==> config.mk <==
export PLATFORM = sky130hd
export DESIGN_NAME = i2c_gain_regs_flat
export DESIGN_NICKNAME = d
export VERILOG_FILES = /design/src/rtl/eq_i2c_pkg.sv /design/src/rtl/i2c_gain_regs_if.sv /design/src/rtl/i2c_line_sync.sv /design/src/rtl/i2c_gain_regs.sv /design/src/flat_wrapper.sv
export SDC_FILE = /design/constraint.sdc
export NUM_CORES = 1
export LEC_CHECK = 0
export ABC_AREA = 1
export BUFFER_PORTS_ARGS = -buffer_cell sky130_fd_sc_hd__buf_2
export CAP_MARGIN = 25
export CORE_MARGIN = 10
export CORE_UTILIZATION = 53
export DETAILED_ROUTE_END_ITERATION = 8
export PLACE_DENSITY = 0.77
export RECOVER_POWER = 50
export REMOVE_ABC_BUFFERS = 1
export SLEW_MARGIN = 5
export SYNTH_ARGS = -nofsm -noshare
export SYNTH_HDL_FRONTEND = slang
export SYNTH_HIERARCHICAL = 1
export SYNTH_SLANG_ARGS = --single-unit
==> constraint.sdc <==
create_clock -name clk -period 1.76 [get_ports clk]
set_clock_uncertainty 0.15 [all_clocks]
set_input_delay 0.264 -clock clk [delete_from_list [all_inputs] [get_ports clk]]
set_output_delay 0.264 -clock clk [all_outputs]
set_load 0.005 [all_outputs]
==> src/rtl/eq_i2c_pkg.sv <==
// Constants and FSM encoding shared by the equalizer I2C control path.
package eq_i2c_pkg;

    localparam int         GAIN_W         = 8;
    localparam logic [6:0] DEF_SLAVE_ADDR = 7'h6A;
    localparam int         EQ_NUM_BANDS   = 10;

    typedef enum logic [3:0] {
        ST_IDLE,
        ST_ADDR,
        ST_ADDR_ACK,
        ST_REG,
        ST_REG_ACK,
        ST_WDATA,
        ST_WDATA_ACK,
        ST_RDATA,
        ST_RDATA_ACK,
        ST_IGNORE
    } i2c_state_t;

endpackage

==> src/rtl/i2c_gain_regs_if.sv <==
// I2C pin bundle: raw SCL/SDA levels in, open-drain SDA pull-down enable out.
interface i2c_gain_regs_if;

    logic scl_in;
    logic sda_in;
    logic sda_oe;

    modport master (output scl_in, output sda_in, input sda_oe);
    modport slave  (input scl_in, input sda_in, output sda_oe);

endinterface

==> src/rtl/i2c_line_sync.sv <==
// Synchronizes SCL/SDA into clk and derives SCL edges plus START/STOP conditions.
module i2c_line_sync (
    input  logic clk,
    input  logic rst,
    input  logic scl_i,
    input  logic sda_i,
    output logic scl_rise_o,
    output logic scl_fall_o,
    output logic sda_s_o,
    output logic start_o,
    output logic stop_o
);

    // [0],[1] are the synchronizer pair, [2] holds the previous synchronized level
    logic [2:0] scl_q;
    logic [2:0] sda_q;

    always_ff @(posedge clk) begin
        if (rst) begin
            scl_q <= '1;
            sda_q <= '1;
        end else begin
            scl_q <= {scl_q[1:0], scl_i};
            sda_q <= {sda_q[1:0], sda_i};
        end
    end

    assign scl_rise_o = scl_q[1] & ~scl_q[2];
    assign scl_fall_o = ~scl_q[1] & scl_q[2];
    assign sda_s_o    = sda_q[1];
    assign start_o    = scl_q[1] & scl_q[2] & sda_q[2] & ~sda_q[1];
    assign stop_o     = scl_q[1] & scl_q[2] & ~sda_q[2] & sda_q[1];

endmodule

==> src/rtl/i2c_gain_regs.sv <==
// I2C responder holding one gain byte per equalizer band, with auto-incrementing
// register pointer for both write and read-back.
module i2c_gain_regs
    import eq_i2c_pkg::*;
#(
    parameter logic [6:0] SLAVE_ADDR = DEF_SLAVE_ADDR,
    parameter int         NUM_BANDS  = EQ_NUM_BANDS
) (
    input  logic                        clk,
    input  logic                        rst,
    i2c_gain_regs_if.slave              bus,
    output logic [GAIN_W*NUM_BANDS-1:0] gains,
    output logic                        gain_wr,
    output logic [3:0]                  gain_idx,
    output logic                        busy
);

    logic scl_rise, scl_fall, sda_s, start_ev, stop_ev;

    i2c_line_sync u_sync (
        .clk        (clk),
        .rst        (rst),
        .scl_i      (bus.scl_in),
        .sda_i      (bus.sda_in),
        .scl_rise_o (scl_rise),
        .scl_fall_o (scl_fall),
        .sda_s_o    (sda_s),
        .start_o    (start_ev),
        .stop_o     (stop_ev)
    );

    i2c_state_t        state_q;
    logic [2:0]        bit_q;
    logic [7:0]        shift_q;
    logic              rw_q;
    logic              ph_q;
    logic              sda_oe_q;
    logic              gain_wr_q;
    logic              busy_q;
    logic [3:0]        ptr_q;
    logic [3:0]        gain_idx_q;
    logic [GAIN_W-1:0] gain_q [NUM_BANDS];

    logic [7:0] rx_byte;
    logic [3:0] ptr_inc;

    assign rx_byte = {shift_q[6:0], sda_s};
    assign ptr_inc = (ptr_q == 4'(NUM_BANDS - 1)) ? 4'd0 : ptr_q + 4'd1;

    // ph_q splits each ACK slot: 0 = waiting for the fall that opens it, 1 = slot open
    always_ff @(posedge clk) begin
        if (rst) begin
            state_q    <= ST_IDLE;
            bit_q      <= '0;
            shift_q    <= '0;
            rw_q       <= 1'b0;
            ph_q       <= 1'b0;
            sda_oe_q   <= 1'b0;
            gain_wr_q  <= 1'b0;
            gain_idx_q <= '0;
            busy_q     <= 1'b0;
            ptr_q      <= '0;
        end else begin
            gain_wr_q <= 1'b0;
            if (stop_ev) begin
                state_q  <= ST_IDLE;
                sda_oe_q <= 1'b0;
                busy_q   <= 1'b0;
                bit_q    <= '0;
                ph_q     <= 1'b0;
            end else if (start_ev) begin
                state_q  <= ST_ADDR;
                sda_oe_q <= 1'b0;
                bit_q    <= '0;
                ph_q     <= 1'b0;
            end else begin
                case (state_q)
                    ST_ADDR, ST_REG, ST_WDATA: begin
                        if (scl_rise) begin
                            shift_q <= rx_byte;
                            bit_q   <= bit_q + 3'd1;
                            if (bit_q == 3'd7) begin
                                ph_q <= 1'b0;
                                if (state_q == ST_ADDR) begin
                                    if (rx_byte[7:1] == SLAVE_ADDR) begin
                                        state_q <= ST_ADDR_ACK;
                                        rw_q    <= rx_byte[0];
                                        busy_q  <= 1'b1;
                                    end else begin
                                        state_q <= ST_IGNORE;
                                    end
                                end else if (state_q == ST_REG) begin
                                    if (rx_byte < 8'(NUM_BANDS)) begin
                                        state_q <= ST_REG_ACK;
                                        ptr_q   <= rx_byte[3:0];
                                    end else begin
                                        state_q <= ST_IGNORE;
                                    end
                                end else begin
                                    state_q <= ST_WDATA_ACK;
                                end
                            end
                        end
                    end
                    ST_ADDR_ACK, ST_REG_ACK, ST_WDATA_ACK: begin
                        if (scl_fall) begin
                            if (!ph_q) begin
                                ph_q     <= 1'b1;
                                sda_oe_q <= 1'b1;
                                if (state_q == ST_WDATA_ACK) begin
                                    gain_wr_q  <= 1'b1;
                                    gain_idx_q <= ptr_q;
                                    ptr_q      <= ptr_inc;
                                end
                            end else begin
                                ph_q     <= 1'b0;
                                bit_q    <= '0;
                                sda_oe_q <= 1'b0;
                                if (state_q == ST_ADDR_ACK && rw_q) begin
                                    state_q  <= ST_RDATA;
                                    sda_oe_q <= ~gain_q[ptr_q][7];
                                end else if (state_q == ST_ADDR_ACK) begin
                                    state_q <= ST_REG;
                                end else begin
                                    state_q <= ST_WDATA;
                                end
                            end
                        end
                    end
                    ST_RDATA: begin
                        if (scl_rise) begin
                            bit_q <= bit_q + 3'd1;
                            if (bit_q == 3'd7) begin
                                state_q <= ST_RDATA_ACK;
                                ph_q    <= 1'b0;
                            end
                        end else if (scl_fall) begin
                            sda_oe_q <= ~gain_q[ptr_q][~bit_q];
                        end
                    end
                    ST_RDATA_ACK: begin
                        if (scl_fall && !ph_q) begin
                            ph_q     <= 1'b1;
                            sda_oe_q <= 1'b0;
                        end else if (scl_rise && ph_q) begin
                            if (sda_s) state_q <= ST_IGNORE;
                            else       ptr_q   <= ptr_inc;
                        end else if (scl_fall && ph_q) begin
                            state_q  <= ST_RDATA;
                            ph_q     <= 1'b0;
                            bit_q    <= '0;
                            sda_oe_q <= ~gain_q[ptr_q][7];
                        end
                    end
                    default: ;
                endcase
            end
        end
    end

    // The received byte stays in shift_q through the ACK slot, so it is committed a cycle later
    always_ff @(posedge clk) begin
        if (rst) begin
            for (int k = 0; k < NUM_BANDS; k++) gain_q[k] <= '0;
        end else if (gain_wr_q) begin
            gain_q[gain_idx_q] <= shift_q;
        end
    end

    for (genvar k = 0; k < NUM_BANDS; k++) begin : g_pack
        assign gains[GAIN_W*k +: GAIN_W] = gain_q[k];
    end

    assign bus.sda_oe = sda_oe_q;
    assign gain_wr    = gain_wr_q;
    assign gain_idx   = gain_idx_q;
    assign busy       = busy_q;

endmodule
==> src/flat_wrapper.sv <==
// flat-port wrapper written by rule: the top's interface ports become plain ports
module i2c_gain_regs_flat import eq_i2c_pkg::*;
#(
    parameter logic [6:0] SLAVE_ADDR = DEF_SLAVE_ADDR,
    parameter int         NUM_BANDS  = EQ_NUM_BANDS
)
  (clk, rst, gains, gain_wr, gain_idx, busy, bus_scl_in, bus_sda_in, bus_sda_oe);
  i2c_gain_regs_if bus_i ();
  input  logic clk;
  input  logic rst;
  output logic [GAIN_W*NUM_BANDS-1:0] gains;
  output logic gain_wr;
  output logic [3:0] gain_idx;
  output logic busy;
  input wire logic [$bits(bus_i.scl_in)-1:0] bus_scl_in;
  input wire logic [$bits(bus_i.sda_in)-1:0] bus_sda_in;
  output wire logic [$bits(bus_i.sda_oe)-1:0] bus_sda_oe;
  assign bus_i.scl_in = bus_scl_in;
  assign bus_i.sda_in = bus_sda_in;
  assign bus_sda_oe = bus_i.sda_oe;
  i2c_gain_regs #(.SLAVE_ADDR(SLAVE_ADDR), .NUM_BANDS(NUM_BANDS)) u_core (.clk(clk), .rst(rst), .bus(bus_i), .gains(gains), .gain_wr(gain_wr), .gain_idx(gain_idx), .busy(busy));
endmodule
==> impl_metrics.tcl, run 1 <==
set metrics [dict create \
    clock_latency_ns 0.43 \
    postRouteAntennaNets 0 \
    fin_cells 1229 \
    grt_pass1_wl_um 35580 \
    track_usage_pct 22.72 \
    die_w_um 140.0 \
    fp.dieH_um 140.0 \
    dp_hpwl_um 16090 \
    via_count 7010 \
    violations "negative setup slack" \
    end_kind "flip-flop" \
    dr.pass1.iters 7 \
    drc_errors 0 \
    slowest_delay_ns 0.38 \
    synth_top_family_by_area "simple AND/OR/NAND/NOR gates" \
    status "complete, but fails checks" \
    cp_slowest_cell "dfxtp_4" \
    drv_slew 0 \
    via_per_inst 5.704 \
    mappedNetlistArea_um2 7626 \
    drt_wl_total_um 23290 \
    max_freq_ghz 0.5309 \
    synthSimpleGateAreaFrac_pct 27.25 \
    layout-drive-gt1-share_pct 23.74 \
    wl_per_cell_um 18.95 \
    coreArea_um2 13990 \
    clock-sinks 166 \
    hp-class "input pin to flip-flop" \
    final_cell_mix "nand2_1 (209), edfxtp_1 (128), nor2_1 (108), nand3_1 (101), buf_4 (92)" \
    synthMuxAreaShare_pct 0 \
    rsz0062_at_grt "true" \
    crit_path_end "u_core/bus.sda_oe$_SDFFE_PP0P_" \
    synth_seq_cells 166 \
    worst_slack_ns -0.1235 \
    start_kind "flip-flop" \
    ff2ff_setup_slack_ns -0.12 \
    num_rows 43 \
    tightest_slew_ns 0.4827 \
    synth-main-ff-cell "edfxtp_1" \
    peakVddDrop_uv 652.2 \
    arrival_ns 2.05 \
    cp_max_fo 13 \
    crit_buf_inv 2 \
    slew_headroom_pct 67.82 \
    dp_slack_ns -0.1717 \
    synthDistinctLibCells 42 \
    cts-root-buf "clkbuf_16" \
    initial_core_util_pct 54.52 \
    synth_edf_count 128 \
    yosys_warnings 6 \
    die_area_um2 19590 \
    p_leak_nw 3.927 \
    area_growth_pct 30.80 \
    finalCriticalPeriod_ns 1.884 \
    io_pins 91 \
    num_antenna_cells 0 \
    ys_async_sr_fraction_pct 0 \
    setup_viol 96 \
    antenna_found_initial 0 \
    hold_viol_final 0 \
    grt_pass1_vias 6545 \
    nets 1043 \
    cp_common_cell "nand2_1" \
    critPathKind "flip-flop to flip-flop" \
    path_clk_slew_ns 0.06 \
    htreeDepth 4 \
    crit_family "simple AND/OR/NAND/NOR gates" \
    r2r.worst_path.cells 13 \
    gp_congestion 0.9375 \
    p_per_area_nw_per_um2 1187 \
    cts_buffers 17 \
    synth_adder_area_share_pct 0.3281 \
    finalPower_w 0.01184 \
    r2r-end "u_core/bus.sda_oe$_SDFFE_PP0P_" \
    required_ns 1.93 \
    grt-ovfl-total 0 \
    cts_buffer_depth 2 \
    syn_avg_cell_area_um2 9.177 \
    seq_area_frac_synth_pct 60.38 \
    period_share_pct 107.0 \
    synth_cells 831 \
    port_buffers 90 \
    grt_max_degree 35 \
    final_common_cell "nand2_1" \
    synth-xor-area-share_pct 0 \
    dr.first_iter.drc_count 964 \
    synth_compound_area_share_pct 6.514 \
    timing.critical_path.cells "inv_4 > clkbuf_16 > nand2_1 > nand3_1 > nand3_1 > nand2_1 > nand2_1 > nand3_1 > nand3_2 > nand2_1 > nand2_1 > nand3_1 > a21oi_1" \
    cts_tree "done" \
    dp_cells 1187 \
    cp_num_cells 13 \
    max-cap-violations 0 \
]
[how the worst min path moves through the flow]
stage | endpoint | slack (ns) | start | cells past startpoint
CTS | flip-flop | 0.06 | rst | 3
global placement | u_core/u_sync/sda_q[1]$_SDFF_PP1_ | 0.24 | u_core/u_sync/sda_q[0]$_SDFF_PP1_ | 1
floorplan | flip-flop | 0.18 | rst | 1
detailed placement | u_core/u_sync/scl_q[1]$_SDFF_PP1_ | 0.24 | u_core/u_sync/scl_q[0]$_SDFF_PP1_ | 1
finish | u_core/rw_q$_SDFFE_PP0P_ | 0.04 | rst | 3
global route | u_core/rw_q$_SDFFE_PP0P_ | 0.07 | rst | 3
[Yosys cell counts (all sizes together) (2+ instances only)]
library cell	number	area [um2]
o211ai	7	62.56
clkbuf	13	48.80
a21oi	33	187.7
nand3	115	585.6
edfxtp	128	3844
nor3	7	46.30
inv	67	254.0
o21ai	31	162.7
nand4	4	31.28
nand2	220	863.3
nor2	122	483.0
dfxtp	38	760.7
or2	4	25.02
a31oi	3	18.77
nor4	3	31.28
a211oi	5	37.54
clkinv	7	31.28
buf	17	87.58
ha	2	25.02
[layer usage]
| layer | GRT usage, % | part of all wire (%) | up-vias |
|---|---|---|---|
| li1 | - | - | 3206 |
| met1 | 29.10 | 38 | 3240 |
| met2 | 36.97 | 47 | 499 |
| met3 | 5.071 | 12 | 65 |
| met4 | 8.152 | 3.0 | 0 |
| met5 | 0 | 0 | - |
[final cells by class]
type | instances | area (um2)
sequential | 166 | 4621
fill | 1005 | 4014
multi-input combinational | 561 | 2766
timing repair buffer | 217 | 1498
clock buffer | 17 | 425.4
inverter | 74 | 292.8
tap | 180 | 225.2
clock inverter | 14 | 146.4
[registers in the layout, indices dropped and copies added, names as in the netlist, 3 cells and up, named ones only]
| signal | flops |
|---|---|
| u_core/u_sync/scl_q | 3 |
| u_core/shift_q | 8 |
| u_core/ptr_q | 4 |
| u_core/gain_idx | 4 |
| u_core/bit_q | 3 |
| u_core/gain_q | 128 |
| u_core/u_sync/sda_q | 3 |
| u_core/state_q | 4 |
[worst min-delay path, delay by kind of cell]
| kind | cells | cell delay (ns) |
|---|---|---|
| AOI/OAI and AO/OA | 1 | 0.04 |
| buffers and inverters | 2 | 0.26 |
[power by group]
group | switching (W) | total, W | internal, W
clock network | 0.00160 | 0.00358 | 0.00198
registers | 0.000197 | 0.00458 | 0.00439
logic | 0.00222 | 0.00368 | 0.00145
total | 0.00402 | 0.0118 | 0.00782
[cell families after synthesis]
logic type | count (synthesis)
simple gates | 477
fa+ha+maj | 2
buf+inv | 104
flops | 166
compound gates | 82
[stage by stage]
| step | util [%] | setup TNS (ns) | hold WS, ns | instance area [um2] |
|---|---|---|---|---|
| after floorplan | - | -52.90 | 0.1831 | 7490 |
| after global routing | 71.31 | -17.31 | 0.07257 | 9975 |
| final | 71.31 | -2.372 | 0.04221 | 9975 |
| after CTS | 71.06 | -0.03581 | 0.05629 | 9941 |
| after global placement | 65.77 | -5.622 | 0.2353 | 9200 |
| after detailed placement | 65.77 | -9.346 | 0.2444 | 9200 |
[repair_timing]
action                                  CTS  global route
gates resized for setup                  35            38
hold endpoints to repair                  2             0
setup buffers                             4             4
endpoints found under the setup margin   50           164
gates cloned                              1             1
pin swaps                                 7            13
hold buffers                              2             0
(Power assumes the default switching activity.)
==> run 2, diff against run 1 <==
CORE_UTILIZATION = 63   (was 53)
PLACE_DENSITY = 0.85   (was 0.77)
clock period = 2.3 ns   (was 1.76 ns; I/O delays follow)
==> run 2 against run 1 <==
  * The flow now finishes without violations
  * Die area is 14% lower
  * Design area shrank 12%
  * Combinational power is 43% lower
  * Clock power down 31%
  * Non-clock buffer count fell by 89
  * Routed wire length decreased by 11%
  * Clock-buffer cell count stayed put
  * Worst setup slack better by 0.31 ns
  * Utilization grew 2.6 points
  * Via count down 7.4%
  * First-iteration DRC count down 13%
  * Register-to-register slack better by 0.31 ns
  * Critical path type unchanged
  * Largest power group unchanged
==> impl_metrics.tcl, run 2 (synthesis results as in run 1) <==
set metrics [dict create \
    max_freq_ghz 0.4733 \
    regArea_um2 4606 \
    whs_path_depth 3 \
    layout-drive-gt1-share_pct 11.45 \
    antenna_found_initial 0 \
    combPwrFrac_pct 25.9 \
    p_clk_share_pct 30.6 \
    clock_latency_ns 0.43 \
    required_ns 2.25 \
    p_seq_share_pct 43.5 \
    p_leak_nw 3.345 \
    finalCriticalPeriod_ns 2.113 \
    num_rows 40 \
    p_int_w 0.005376 \
    grt_max_degree 48 \
    gp_congestion 1.007 \
    coreArea_um2 11910 \
    dp_slack_ns 0.05820 \
    htreeDepth 4 \
    area_growth_pct 15.47 \
    top_register "u_core/gain_q" \
    rsz0062_at_grt "false" \
    dr.pass1.iters 6 \
    multi_input_area_um2 2600 \
    via_count 6494 \
    initial_core_util_pct 64.02 \
    cts_buffer_depth 2 \
    slew_headroom_pct 63.22 \
    worst_slack_ns 0.1871 \
    drt_wl_total_um 20690 \
    setup_viol 0 \
    end_kind "flip-flop" \
    peakVddDrop_uv 594.5 \
    num_antenna_cells 0 \
    io_pins 91 \
    wl_per_cell_um 18.67 \
    p_per_area_nw_per_um2 917.7 \
    die_w_um 130.0 \
    final_common_cell "nand2_1" \
    fp.dieH_um 130.0 \
    hold_viol_final 0 \
    via_per_inst 5.861 \
    grt_pass1_vias 6159 \
    clock-sinks 166 \
    arrival_ns 2.06 \
    drc_errors 0 \
    r2r.worst_path.cells 4 \
    cts_tree "done" \
    grt-ovfl-total 0 \
    utilization_pct 73.93 \
    top_regs "u_core/gain_q: 128 flops, u_core/shift_q: 8 flops" \
    start_kind "flip-flop" \
    grt_pass1_wl_um 31910 \
    nets 954 \
    dp_hpwl_um 14540 \
    period_share_pct 91.87 \
    max-cap-violations 0 \
    cp_max_fo 12 \
    postRouteAntennaNets 0 \
    dr.first_iter.drc_count 835 \
    cts_buffers 17 \
    final_cell_mix "nand2_1 (211), edfxtp_1 (128), nor2_1 (116), nand3_1 (113), clkbuf_1 (81)" \
    status "complete, no violations" \
    largest_reg_flops 128 \
    critPathKind "flip-flop to flip-flop" \
    die_area_um2 16910 \
    post_cts_resized 0 \
    path_clk_slew_ns 0.06 \
    drv_slew 0 \
    cts-root-buf "clkbuf_16" \
    tightest_slew_ns 0.5474 \
    track_usage_pct 24.60 \
    hp-class "input pin to flip-flop" \
    port_buffers 90 \
    fillerInstances 857 \
    ff2ff_setup_slack_ns 0.19 \
    switching_share_pct 33.47 \
    power.switching_w 0.002705 \
]
run 2: changes by cell type in the layout (fill, tap and decap cells not counted), sizes merged:
cell      previous run  this run
clkinvlp             3         6
bufinv               1         0
clkbuf             103        98
clkinv              11        16
inv                 73        67
buf                129        45
run 2: critical path, stage by stage (launching register included):
cell     delay [ns]
dfxtp_1        0.37
nand2_1        0.26
nor3_1         0.51
nand2_1        0.18
nand2_1        0.31
run 2: timing repair:
action / 4_1_cts / 5_1_grt
hold buffers: 2 / 0
buffers inserted: 0 / 0
hold endpoints to repair: 2 / 0
run 2: layout make-up:
cell class | instances | share of cell area (%)
Tap cell | 147 | 2.089
Clock inverter | 15 | 1.037
Clock buffer | 17 | 4.831
Multi-Input combinational cell | 561 | 29.53
Sequential cell | 166 | 52.30
Inverter | 74 | 3.240
Timing Repair Buffer | 128 | 6.976
run 2: metrics by stage:
step	std cells	power (W)	TNS [ns]	hold WS, ns	instance area (um2)
2_1_floorplan	801	0.005062	-0.8330	0.2332	7490
3_3_place_gp	1074	0.005586	0	0.2365	8408
3_5_place_dp	1074	0.005617	0	0.2475	8408
4_1_cts	1108	0.008064	0	0.1118	8945
5_1_grt	1108	0.008463	0	0.1538	8806
6_report	1108	0.008081	0	0.1169	8806
run 2: final timing paths:
path	endpoint	startpoint
setup reg to reg	u_core/gain_q[0][7]$_SDFFCE_PN0P_	u_core/gain_wr$_SDFF_PP0_
hold reg to reg	u_core/u_sync/sda_q[1]$_SDFF_PP1_	u_core/u_sync/sda_q[0]$_SDFF_PP1_
hold / removal	u_core/rw_q$_SDFFE_PP0P_	rst
setup / recovery	u_core/gain_q[0][7]$_SDFFCE_PN0P_	u_core/gain_wr$_SDFF_PP0_
run 2: per-layer routing:
layer / part of all wire [%] / track usage (%) / up-vias
li1: - / - / 3025
met1: 38 / 30.55 / 2985
met2: 48 / 39.30 / 418
met3: 11 / 6.166 / 66
met4: 3.2 / 12.30 / 0
met5: 0 / 0 / -
run 2: power groups by stage:
| stage | Clock [W] | Sequential (W) | Combinational (W) |
|---|---|---|---|
| 2_1_floorplan | 0 | 0.00362 | 0.00144 |
| 3_3_place_gp | 0 | 0.00357 | 0.00201 |
| 3_5_place_dp | 0 | 0.00357 | 0.00204 |
| 4_1_cts | 0.00249 | 0.00351 | 0.00206 |
| 5_1_grt | 0.00262 | 0.00354 | 0.00231 |
| 6_report | 0.00247 | 0.00352 | 0.00209 |
